<file path="src/rtl/decoder_pkg.sv">
// decoder_pkg: code widths, output-stage states and the one-hot helper shared by the decoder slice.
package decoder_pkg;
    localparam int CODE_W = 3;
    localparam int ONEHOT_W = 8;
    typedef enum logic {IDLE, HOLD} state_e;
    function automatic logic [ONEHOT_W-1:0] onehot(input logic [CODE_W-1:0] code);
        return ONEHOT_W'(1) << code;
    endfunction
endpackage

</file>
<file path="src/rtl/sync_fifo.sv">
// sync_fifo: single-clock circular buffer with occupancy count; push ignored when full, pop ignored when empty.
module sync_fifo #(
    parameter int WIDTH = 3,
    parameter int DEPTH = 4
) (
    input  logic                     clk,
    input  logic                     rst,
    input  logic                     push_i,
    input  logic [WIDTH-1:0]         din_i,
    input  logic                     pop_i,
    output logic [WIDTH-1:0]         dout_o,
    output logic                     full_o,
    output logic                     empty_o,
    output logic [$clog2(DEPTH):0]   level_o
);
    localparam int AW = $clog2(DEPTH);
    logic [WIDTH-1:0] mem_q [DEPTH];
    logic [AW-1:0] wr_q, rd_q;
    logic [AW:0] level_q;
    logic wr_en, rd_en;
    assign full_o  = level_q == (AW+1)'(DEPTH);
    assign empty_o = level_q == '0;
    assign wr_en   = push_i && !full_o;
    assign rd_en   = pop_i && !empty_o;
    assign dout_o  = mem_q[rd_q];
    assign level_o = level_q;
    always_ff @(posedge clk) begin
        if (wr_en) mem_q[wr_q] <= din_i;
    end
    // DEPTH is a power of two, so pointers wrap by natural overflow
    always_ff @(posedge clk) begin
        if (rst) begin
            wr_q <= '0;
            rd_q <= '0;
            level_q <= '0;
        end else begin
            if (wr_en) wr_q <= wr_q + 1'b1;
            if (rd_en) rd_q <= rd_q + 1'b1;
            level_q <= level_q + {{AW{1'b0}}, wr_en} - {{AW{1'b0}}, rd_en};
        end
    end
endmodule

</file>
<file path="src/rtl/decoder_3to8_buf.sv">
// decoder_3to8_buf: buffered 3-to-8 one-hot decoder with valid/ready handshakes and a transfer counter.
module decoder_3to8_buf
    import decoder_pkg::*;
#(
    parameter int DEPTH = 4,
    parameter int CNT_W = 8
) (
    input  logic                    clk,
    input  logic                    rst,
    input  logic [CODE_W-1:0]       a,
    input  logic                    a_valid,
    output logic                    a_ready,
    output logic [ONEHOT_W-1:0]     y,
    output logic                    y_valid,
    input  logic                    y_ready,
    output logic [$clog2(DEPTH):0]  level,
    output logic [CNT_W-1:0]        count
);
    state_e state_q, state_d;
    logic [ONEHOT_W-1:0] y_q, y_d;
    logic [CNT_W-1:0] count_q;
    logic [CODE_W-1:0] head;
    logic full, empty, pop;
    sync_fifo #(.WIDTH(CODE_W), .DEPTH(DEPTH)) u_fifo (
        .clk(clk),
        .rst(rst),
        .push_i(a_valid && a_ready),
        .din_i(a),
        .pop_i(pop),
        .dout_o(head),
        .full_o(full),
        .empty_o(empty),
        .level_o(level)
    );
    assign a_ready = !rst && !full;
    assign y = y_q;
    assign y_valid = state_q == HOLD;
    assign count = count_q;
    // The stage reloads whenever it is free or being drained and a code is waiting
    always_comb begin
        pop = !empty && (state_q == IDLE || y_ready);
        state_d = (pop || (state_q == HOLD && !y_ready)) ? HOLD : IDLE;
        y_d = pop ? onehot(head) : (state_d == HOLD ? y_q : '0);
    end
    always_ff @(posedge clk) begin
        if (rst) begin
            state_q <= IDLE;
            y_q <= '0;
            count_q <= '0;
        end else begin
            state_q <= state_d;
            y_q <= y_d;
            if (y_valid && y_ready) count_q <= count_q + 1'b1;
        end
    end
endmodule

</file>
<file path="config.mk">
export PLATFORM = sky130hd
export DESIGN_NAME = decoder_3to8_buf
export DESIGN_NICKNAME = d
export VERILOG_FILES = /design/src/rtl/decoder_pkg.sv /design/src/rtl/sync_fifo.sv /design/src/rtl/decoder_3to8_buf.sv
export SDC_FILE = /design/constraint.sdc
export NUM_CORES = 1
export LEC_CHECK = 0
export CORE_MARGIN = 5
export CORE_UTILIZATION = 51
export DETAILED_ROUTE_END_ITERATION = 8
export PLACE_DENSITY = 0.86
export SLEW_MARGIN = 20
export SYNTH_ARGS = -nofsm -noshare
export SYNTH_HDL_FRONTEND = slang
export SYNTH_SLANG_ARGS = --single-unit
</file>
<file path="constraint.sdc">
create_clock -name clk -period 3.2 [get_ports clk]
set_input_delay 0.64 -clock clk [delete_from_list [all_inputs] [get_ports clk]]
set_output_delay 0.64 -clock clk [all_outputs]
set_load 0.02 [all_outputs]
</file>
# Word-level counts from Yosys, hierarchy flattened
# Memory sizes are Yosys's and may differ from the RTL's. A register that Yosys moved wholly into a read port is not among the register bits.
# Index checks and enable logic that the tools add are counted.
# totals
word_cells	37
in_bits	7
output_inout_bits	21
ff_bits	24
ram_bits	12
n_memories	1
# memory_table
memory	words	word_bits	read_ports	rd_ports_with_merged_regs	write_ports	line_no	rtl
u_fifo.mem_q	4	3	1	1	1	sync_fifo.sv:17	logic [WIDTH-1:0] mem_q [DEPTH];
# classes
shifts	1
bitwise	1
n_mux	7
n_eq_ne	2
add_sub_neg	5
reduce_logical	14
# ops
operator	n
2-to-1 mux 8 bit	2
adder 8 x 1 -> 8 bit (second input constant)	1
left shift 1 x 3 -> 8 bit (first input constant)	1
logical AND 1 bit	7
adder 2 x 1 -> 2 bit (second input constant)	2
zero test 1 bit	4
2-to-1 mux 2 bit	2
adder 3 x 1 -> 3 bit	1
equality test 3 bit (second input constant)	1
zero test 3 bit	1
2-to-1 mux 1 bit	3
subtractor 3 x 1 -> 3 bit	1
logical OR 1 bit	2
inequality test 2 x 1 -> 1 bit (second input constant)	1
NOT 1 bit	1

# Logic depth before layout (Yosys ltp)
# Gate-level depths: netlist of run 1.
# depth
word_depth	7
mapped_depth	9
ltp_nobuf	9

# Modules after synthesis
# From an unflattened synthesis of run 1, not the netlist that was laid out.
# unflattened
hier_cells	152
area_unflattened_um2	1649.1
# modules_own_cells
mod	n_inst	cells_per_inst	seq_area_each_um2	area_each_um2
sync_fifo	1	66	540.5	909.6
decoder_3to8_buf	1	86	340.3	739.5

# Worst setup path before layout of run 1
# No wires, ideal clock.
# synth_path
path_kind	input to register
startpoint	in y_ready
endpoint	reg u_fifo.level_q[2], in the netlist u_fifo.level_o[2]
required_time_ps	3072
n_path_buf	0
setup_time_ps	128
setup_slack_ps	712
arrival_ps	2360
path_stages	9
cell_sequence	nor2b_1 nor2_1 ha_1 inv_1 ha_1 fa_1 xnor2_1 xnor2_1 nor2_1
# synth_between
elab_chain_cells	4
# synth_lines
item	line_no	rtl
start: declaration	decoder_3to8_buf.sv:15	input logic y_ready,
logical OR 1 bit	decoder_3to8_buf.sv:41	pop = !empty && (state_q == IDLE || y_ready);
logical AND 1 bit	decoder_3to8_buf.sv:41	
logical AND 1 bit	sync_fifo.sv:24	assign rd_en = pop_i && !empty_o;
named net u_fifo.rd_en	sync_fifo.sv:20	logic wr_en, rd_en;
subtractor 3 x 1 -> 3 bit	sync_fifo.sv:39	level_q <= level_q + {{AW{1'b0}}, wr_en} - {{AW{1'b0}}, rd_en};
end signal: assignment	sync_fifo.sv:39	
end: declaration	sync_fifo.sv:19	logic [AW:0] level_q;
# The timed path passes the listed nets, and every way through them passes these cells.
# A chain may end at the register's enable or synchronous reset.

# Final worst setup path of run 1
# Same ends and word-level chain as after synthesis.

==> metrics.md, run 1 <==
| Metric | Value |
|---|---|
| Final count of pins violating max slew | `0` |
| Flops & latches, synth | `38` |
| CTS root buf | `clkbuf_4` |
| Startpoint types | `input pin` |
| VDD IR max | `562 uV` |
| Min Hold Slack | `0.479 ns` |
| CP Class | `input pin to flip-flop` |
| Simple-gate share of the synthesized area | `16.2%` |
| Tmin final | `2.47 ns` |
| Post_cts resized | `0` |
| Switching share of power | `33.5%` |
| Post-synth EDFFs | `12` |
| Final core occ | `65.3%` |
| Outcome | `finished clean` |
| Initial Util | `52.4%` |
| Core area | `3030 um^2` |
| Clock sink count | `38` |
| Inserted Diodes | `0` |
| Post-Synth Adder-Cell Area | `6.78%` |
| Int Power | `0.895 mW` |
| Final Hold Viols | `0` |
| DR vias/cell | `5.43` |
| Post-place instance area | `1930 um^2` |
| Final setup viols | `0` |
| DIE AREA | `4330 um^2` |
| Period utilisation layout | `77.1%` |
| Num CTS Buffers | `5` |
| Syn_nets | `148` |
| Post-synthesis compound-gate area fraction | `11.3%` |
| DR WL/cell | `13.8 um` |
| Yosys warns | `0` |
| Routability cong. | `0.717` |
| # fillers | `238` |
| Post-synthesis sequential area ratio | `55.5%` |
| Max Cap Violations | `0` |
| Antenna viol nets, final | `0` |
| Yosys top cell area share | `32.8%` |
| Worst skew pair latency | `0.32 ns` |
| Largest net degree at the start of global routing | `23` |
| Crit. End Element | `flip-flop` |
| Post-DP HPWL | `2180 um` |
| Hold Crit Start | `y[3]` |
| TritonCTS clock tree | `yes` |
| Synth area leaders | `dfxtp_1 (33%), edfxtp_1 (23%), ha_1 (5.5%), a21oi_1 (3.5%), mux4_2 (2.8%)` |
| Global route total overflow | `0` |
| Placed cell count | `205` |
| Place WS | `0.430 ns` |
| DRT Pass-1 Iters | `4` |
| Htree depth | `2` |
| Synth Flop Type | `dfxtp_1` |
| Clock Skew | `0.00882 ns` |
| Port Buf Inserts | `27` |
| First-pass GRT wire length | `5020 um` |
| F_max | `0.405 GHz` |
| Final setup margin | `0.732 ns` |
| Clock transition at path regs | `0.10 ns` |
| Max clock buf depth | `2` |
| Hold Path Depth | `1` |
| Io pins | `28` |
| Relative slew slack | `60.7%` |
| Die width | `65.8 um` |
| Post-Layout Cell Count | `213` |
| Final WL | `2940 um` |
| Post-synthesis mux area share | `5.20%` |
| Setup TNS | `0 ns` |
| Psw | `0.450 mW` |
| Largest family of logic cells by synthesized area | `simple AND/OR/NAND/NOR gates` |
| Synth cell types | `31` |
| Part of the power in registers | `47.0%` |
| RSZ-0062 raised after global routing | `no` |
| Hold WC Path Type | `flip-flop to flip-flop` |
| Total power | `1.34 mW` |
| Crit path arrival time | `2.68 ns` |
| Share of cells above drive strength 1 | `8.28%` |
| Chip height | `65.8 um` |
| Design Area, Final | `1980 um^2` |
| Vias | `1,156` |
| Row Count | `20` |
| Req. time, crit path | `3.41 ns` |
| GRT Total Usage | `14.8%` |
| Yosys top cell by area | `dfxtp_1` |
| Area Overhead vs Synth | `24.5%` |
| Synthesized area per cell | `11.9 um^2` |
| Worst Reg-to-Reg Cells | `10` |
| Post-synthesis xor/xnor area fraction | `2.21%` |
| Crit path from | `y_ready` |
| Drc violations | `0` |
| Post-CTS Setup Bufs | `0` |
| Antenna violations before repair | `0` |
| Power Dens Cells | `680 nW/um^2` |
| Hold buffers post-CTS | `0` |
| Clk pwr share | `16.8%` |
| Vias in the first global route | `1,181` |
| Mapped Area | `1590 um^2` |
| Leak | `0.696 nW` |
| Cells after synthesis | `133` |
| DR iter-0 viols | `45` |
| Crit Reg-Reg Startpoint | `u_fifo.level_o[1]` |
| Critical Path Fanout Max | `7` |
| Nets | `183` |
| Synth async-reset ratio | `0%` |
| Combinational Power Share | `36.1%` |
| Worst Max-Slew Pin Slew | `0.586 ns` |
==> registers in the layout, indices dropped and copies added, names as in the netlist, named ones only <==
signal,cells
count,8
u_fifo.level_o,3
u_fifo.mem_q,12
u_fifo.rd_q,2
u_fifo.wr_q,2
y,8
y_valid,1
==> synth_stat cells (2+ instances only) <==
cell and count:
dfxtp_1 26, edfxtp_1 12, a21oi_1 11, inv_1 10
nor2_1 8, ha_1 7, a22o_1 4, a32o_1 4
and2_1 4, nand2_1 4, nand3_1 4, nor2b_1 4
o21ai_0 4, o31ai_1 4, or3_1 4, or4_1 4
mux4_2 2, nand4_1 2, xnor2_1 2, xor2_1 2
==> area by class of cell <==
cell class | count | area, um^2 | share of cell area, %
clock buffer | 8 | 48.8 | 2.47
inverter | 10 | 37.5 | 1.90
multi-input combinational | 83 | 662 | 33.5
sequential | 38 | 881 | 44.6
tap | 44 | 55.1 | 2.78
timing repair buffer | 30 | 293 | 14.8
==> power groups by stage <==
stage / Combinational (mW) / Clock [mW] / Sequential (mW)
final: 0.486 / 0.226 / 0.633
after global routing: 0.538 / 0.254 / 0.644
after CTS: 0.489 / 0.230 / 0.633
after detailed placement: 0.487 / 0 / 0.643
after global placement: 0.463 / 0 / 0.636
after floorplan: 0.284 / 0 / 0.674
==> kinds of logic (layout without fill, tap and decap cells) <==
kind of cell	Yosys count	count (layout)
buffers and inverters	12	48
adders and majority gates	8	8
DFF	38	38
AOI/OAI and AO/OA	27	27
and+or+nand+nor	40	40
muxes	4	4
xor gates and xnor gates	4	4
==> path summary, 6_finish.rpt <==
kind	to	slack, ns
max	u_fifo.level_o[2]	0.73
min	y[3]	0.48
max reg2reg	u_fifo.level_o[2]	1.06
min reg2reg	y[3]	0.48
==> critical path, cell delays in order <==
cell and delay [ns]:
clkdlybuf4s50_1 0.52, nor2b_1 0.21, nor2_1 0.07, ha_1 0.27, inv_1 0.04, ha_1 0.18, fa_1 0.38, xnor2_1 0.18
xnor2_1 0.13, nor2_1 0.05
==> layer usage <==
metal  vias up  GRT usage, %  part of all wire, %
met4         0          5.44                  1.4
li1        559             -                    -
met1       559          15.7                   40
met2        31          26.5                   54
met3         7          5.27                  4.2
met5         -             0                    0
==> placed cells by master (no fill, tap or decap), drive strengths merged, types with 7 or more instances in the layout <==
master and n:
clkdlybuf4s50 27, dfxtp 26, edfxtp 12, a21oi 11
inv 10, nor2 8, clkbuf 8, ha 7
Power figures use the tool's default switching activity.
==> inputs of run 2 (changes only) <==
==> constraint.sdc (replaced) <==
create_clock -name clk -period 2.4 [get_ports clk]
set_input_delay 0.48 -clock clk [delete_from_list [all_inputs] [get_ports clk]]
set_output_delay 0.48 -clock clk [all_outputs]
set_load 0.02 [all_outputs]
==> metrics.md, run 2 (synthesized netlist as in run 1, its figures left out) <==
| Metric | Value |
|---|---|
| Post-DP HPWL | `2200 um` |
| Worst Max-Slew Pin Slew | `0.482 ns` |
| Routability cong. | `0.735` |
| Post-Layout Cell Count | `215` |
| Port Buf Inserts | `27` |
| Num CTS Buffers | `5` |
| Crit. End Element | `output port` |
| Max reg flops | `12` |
| Core area | `3030 um^2` |
| Clock sink count | `38` |
| DR iter-0 viols | `66` |
| Share of cells above drive strength 1 | `11.7%` |
| Max clock buf depth | `2` |
| Commonest non-fill, non-tap cell in the layout | `clkdlybuf4s50_1` |
| Global route total overflow | `0` |
| Largest Register | `u_fifo.mem_q` |
| Clock transition at path regs | `0.11 ns` |
| Critical Path Fanout Max | `7` |
| Chip height | `65.8 um` |
| Final setup viols | `0` |
| Antenna viol nets, final | `0` |
| F_max | `0.454 GHz` |
| Nets | `185` |
| Place WS | `-0.0635 ns` |
| CTS root buf | `clkbuf_4` |
| Min Hold Slack | `0.479 ns` |
| Final Hold Viols | `0` |
| Largest net degree at the start of global routing | `19` |
| Period utilisation layout | `91.8%` |
| DR vias/cell | `5.22` |
| Hold WC Path Type | `flip-flop to flip-flop` |
| Placed cell count | `207` |
| CP Class | `input pin to output port` |
| TritonCTS clock tree | `yes` |
| Final WL | `2840 um` |
| GRT Total Usage | `15.5%` |
| Hold buffers post-CTS | `0` |
| Final count of pins violating max slew | `0` |
| Outcome | `finished clean` |
| Commonest non-fill, non-tap cells in the layout | `clkdlybuf4s50_1 (27), dfxtp_1 (26), edfxtp_1 (12)` |
| Crit path arrival time | `1.72 ns` |
| First-pass GRT wire length | `5010 um` |
| Drc violations | `0` |
| Row Count | `20` |
| Vias in the first global route | `1,128` |
| DIE AREA | `4330 um^2` |
| Clock Skew | `0.00879 ns` |
| Post-CTS Setup Bufs | `0` |
| Vias | `1,123` |
| Req. time, crit path | `1.92 ns` |
| DR WL/cell | `13.2 um` |
| Relative slew slack | `67.8%` |
| Design Area, Final | `2010 um^2` |
| Startpoint types | `input pin` |
| VDD IR max | `591 uV` |
| Antenna violations before repair | `0` |
| Htree depth | `2` |
| Post-place instance area | `1950 um^2` |
| Leak | `0.718 nW` |
| Tmin final | `2.20 ns` |
| Area Overhead vs Synth | `26.6%` |
| Power Dens Cells | `910 nW/um^2` |
| RSZ-0062 raised after global routing | `no` |
| Initial Util | `52.4%` |
| Inserted Diodes | `0` |
| Die width | `65.8 um` |
| Io pins | `28` |
| DRT Pass-1 Iters | `4` |
| Max Cap Violations | `0` |
| Worst skew pair latency | `0.34 ns` |
| Final setup margin | `0.197 ns` |
-- run 2: cell count changes in the layout (fill, tap and decap cells not counted), sizes merged --
| cell | before | now |
|---|---|---|
| buf | 3 | 5 |
| clkinv | 0 | 1 |
| clkbuf | 8 | 7 |
-- run 2: worst max-delay path, stage by stage --
cell and delay [ns]:
clkdlybuf4s50_1 0.50, nor2_1 0.14, clkdlybuf4s50_1 0.61
-- run 2: worst paths after layout --
| path | slack, ns | cells after the start | endpoint | start |
|---|---|---|---|---|
| max | 0.20 | 3 | a_ready | rst |
| min | 0.48 | 1 | y[2] | y[2] |
| max reg2reg | 0.36 | 9 | u_fifo.level_o[2] | y_valid |
| min reg2reg | 0.48 | 1 | y[2] | y[2] |
-- run 2: area by class of cell --
type | count | area (um^2)
inverter | 10 | 37.5
clock inverter | 1 | 5.00
tap | 44 | 55.1
clock buffer | 7 | 55.1
multi-input combinational | 83 | 669
timing repair buffer | 32 | 308
fill | 229 | 1020
sequential | 38 | 881
-- run 2: per-layer routing --
metal | up-vias | global-route usage, % | routed length (um)
li1 | 567 | - | -
met1 | 528 | 16.2 | 1150
met2 | 22 | 27.8 | 1510
met3 | 6 | 5.10 | 122
met4 | 0 | 6.99 | 59
met5 | - | 0 | 0
-- run 2: through the flow --
| step | power [mW] | util, % | setup TNS, ns |
|---|---|---|---|
| after floorplan | 1.28 | - | 0 |
| after global placement | 1.47 | 64.3 | -0.0275 |
| after detailed placement | 1.51 | 64.3 | -0.0635 |
| after CTS | 1.85 | 66.2 | 0 |
| after global routing | 1.98 | 66.4 | 0 |
| final | 1.83 | 66.4 | 0 |
-- run 2: report_power, final --
| part | switching, mW | internal [mW] | total, mW | leakage, nW |
|---|---|---|---|---|
| registers | 0.0874 | 0.756 | 0.843 | 0.321 |
| logic | 0.321 | 0.327 | 0.647 | 0.362 |
| clock network | 0.198 | 0.142 | 0.340 | 0.0353 |
| total | 0.606 | 1.22 | 1.83 | 0.718 |
-- run 2: what timing repair did --
action / in CTS / in global routing
endpoints found under the setup margin: 0 / 1
resized for setup: 0 / 1
endpoints found under the hold margin: 0 / 0
==> inputs of run 3 (changes only) <==
--- a/config.mk
+++ b/config.mk
@@ -13,3 +13,4 @@
 export SYNTH_ARGS = -nofsm -noshare
 export SYNTH_HDL_FRONTEND = slang
 export SYNTH_SLANG_ARGS = --single-unit
+export TNS_END_PERCENT = 10
==> results of run 3 <==
Same layout as run 2: the final DEF is identical, and so are final timing and power.
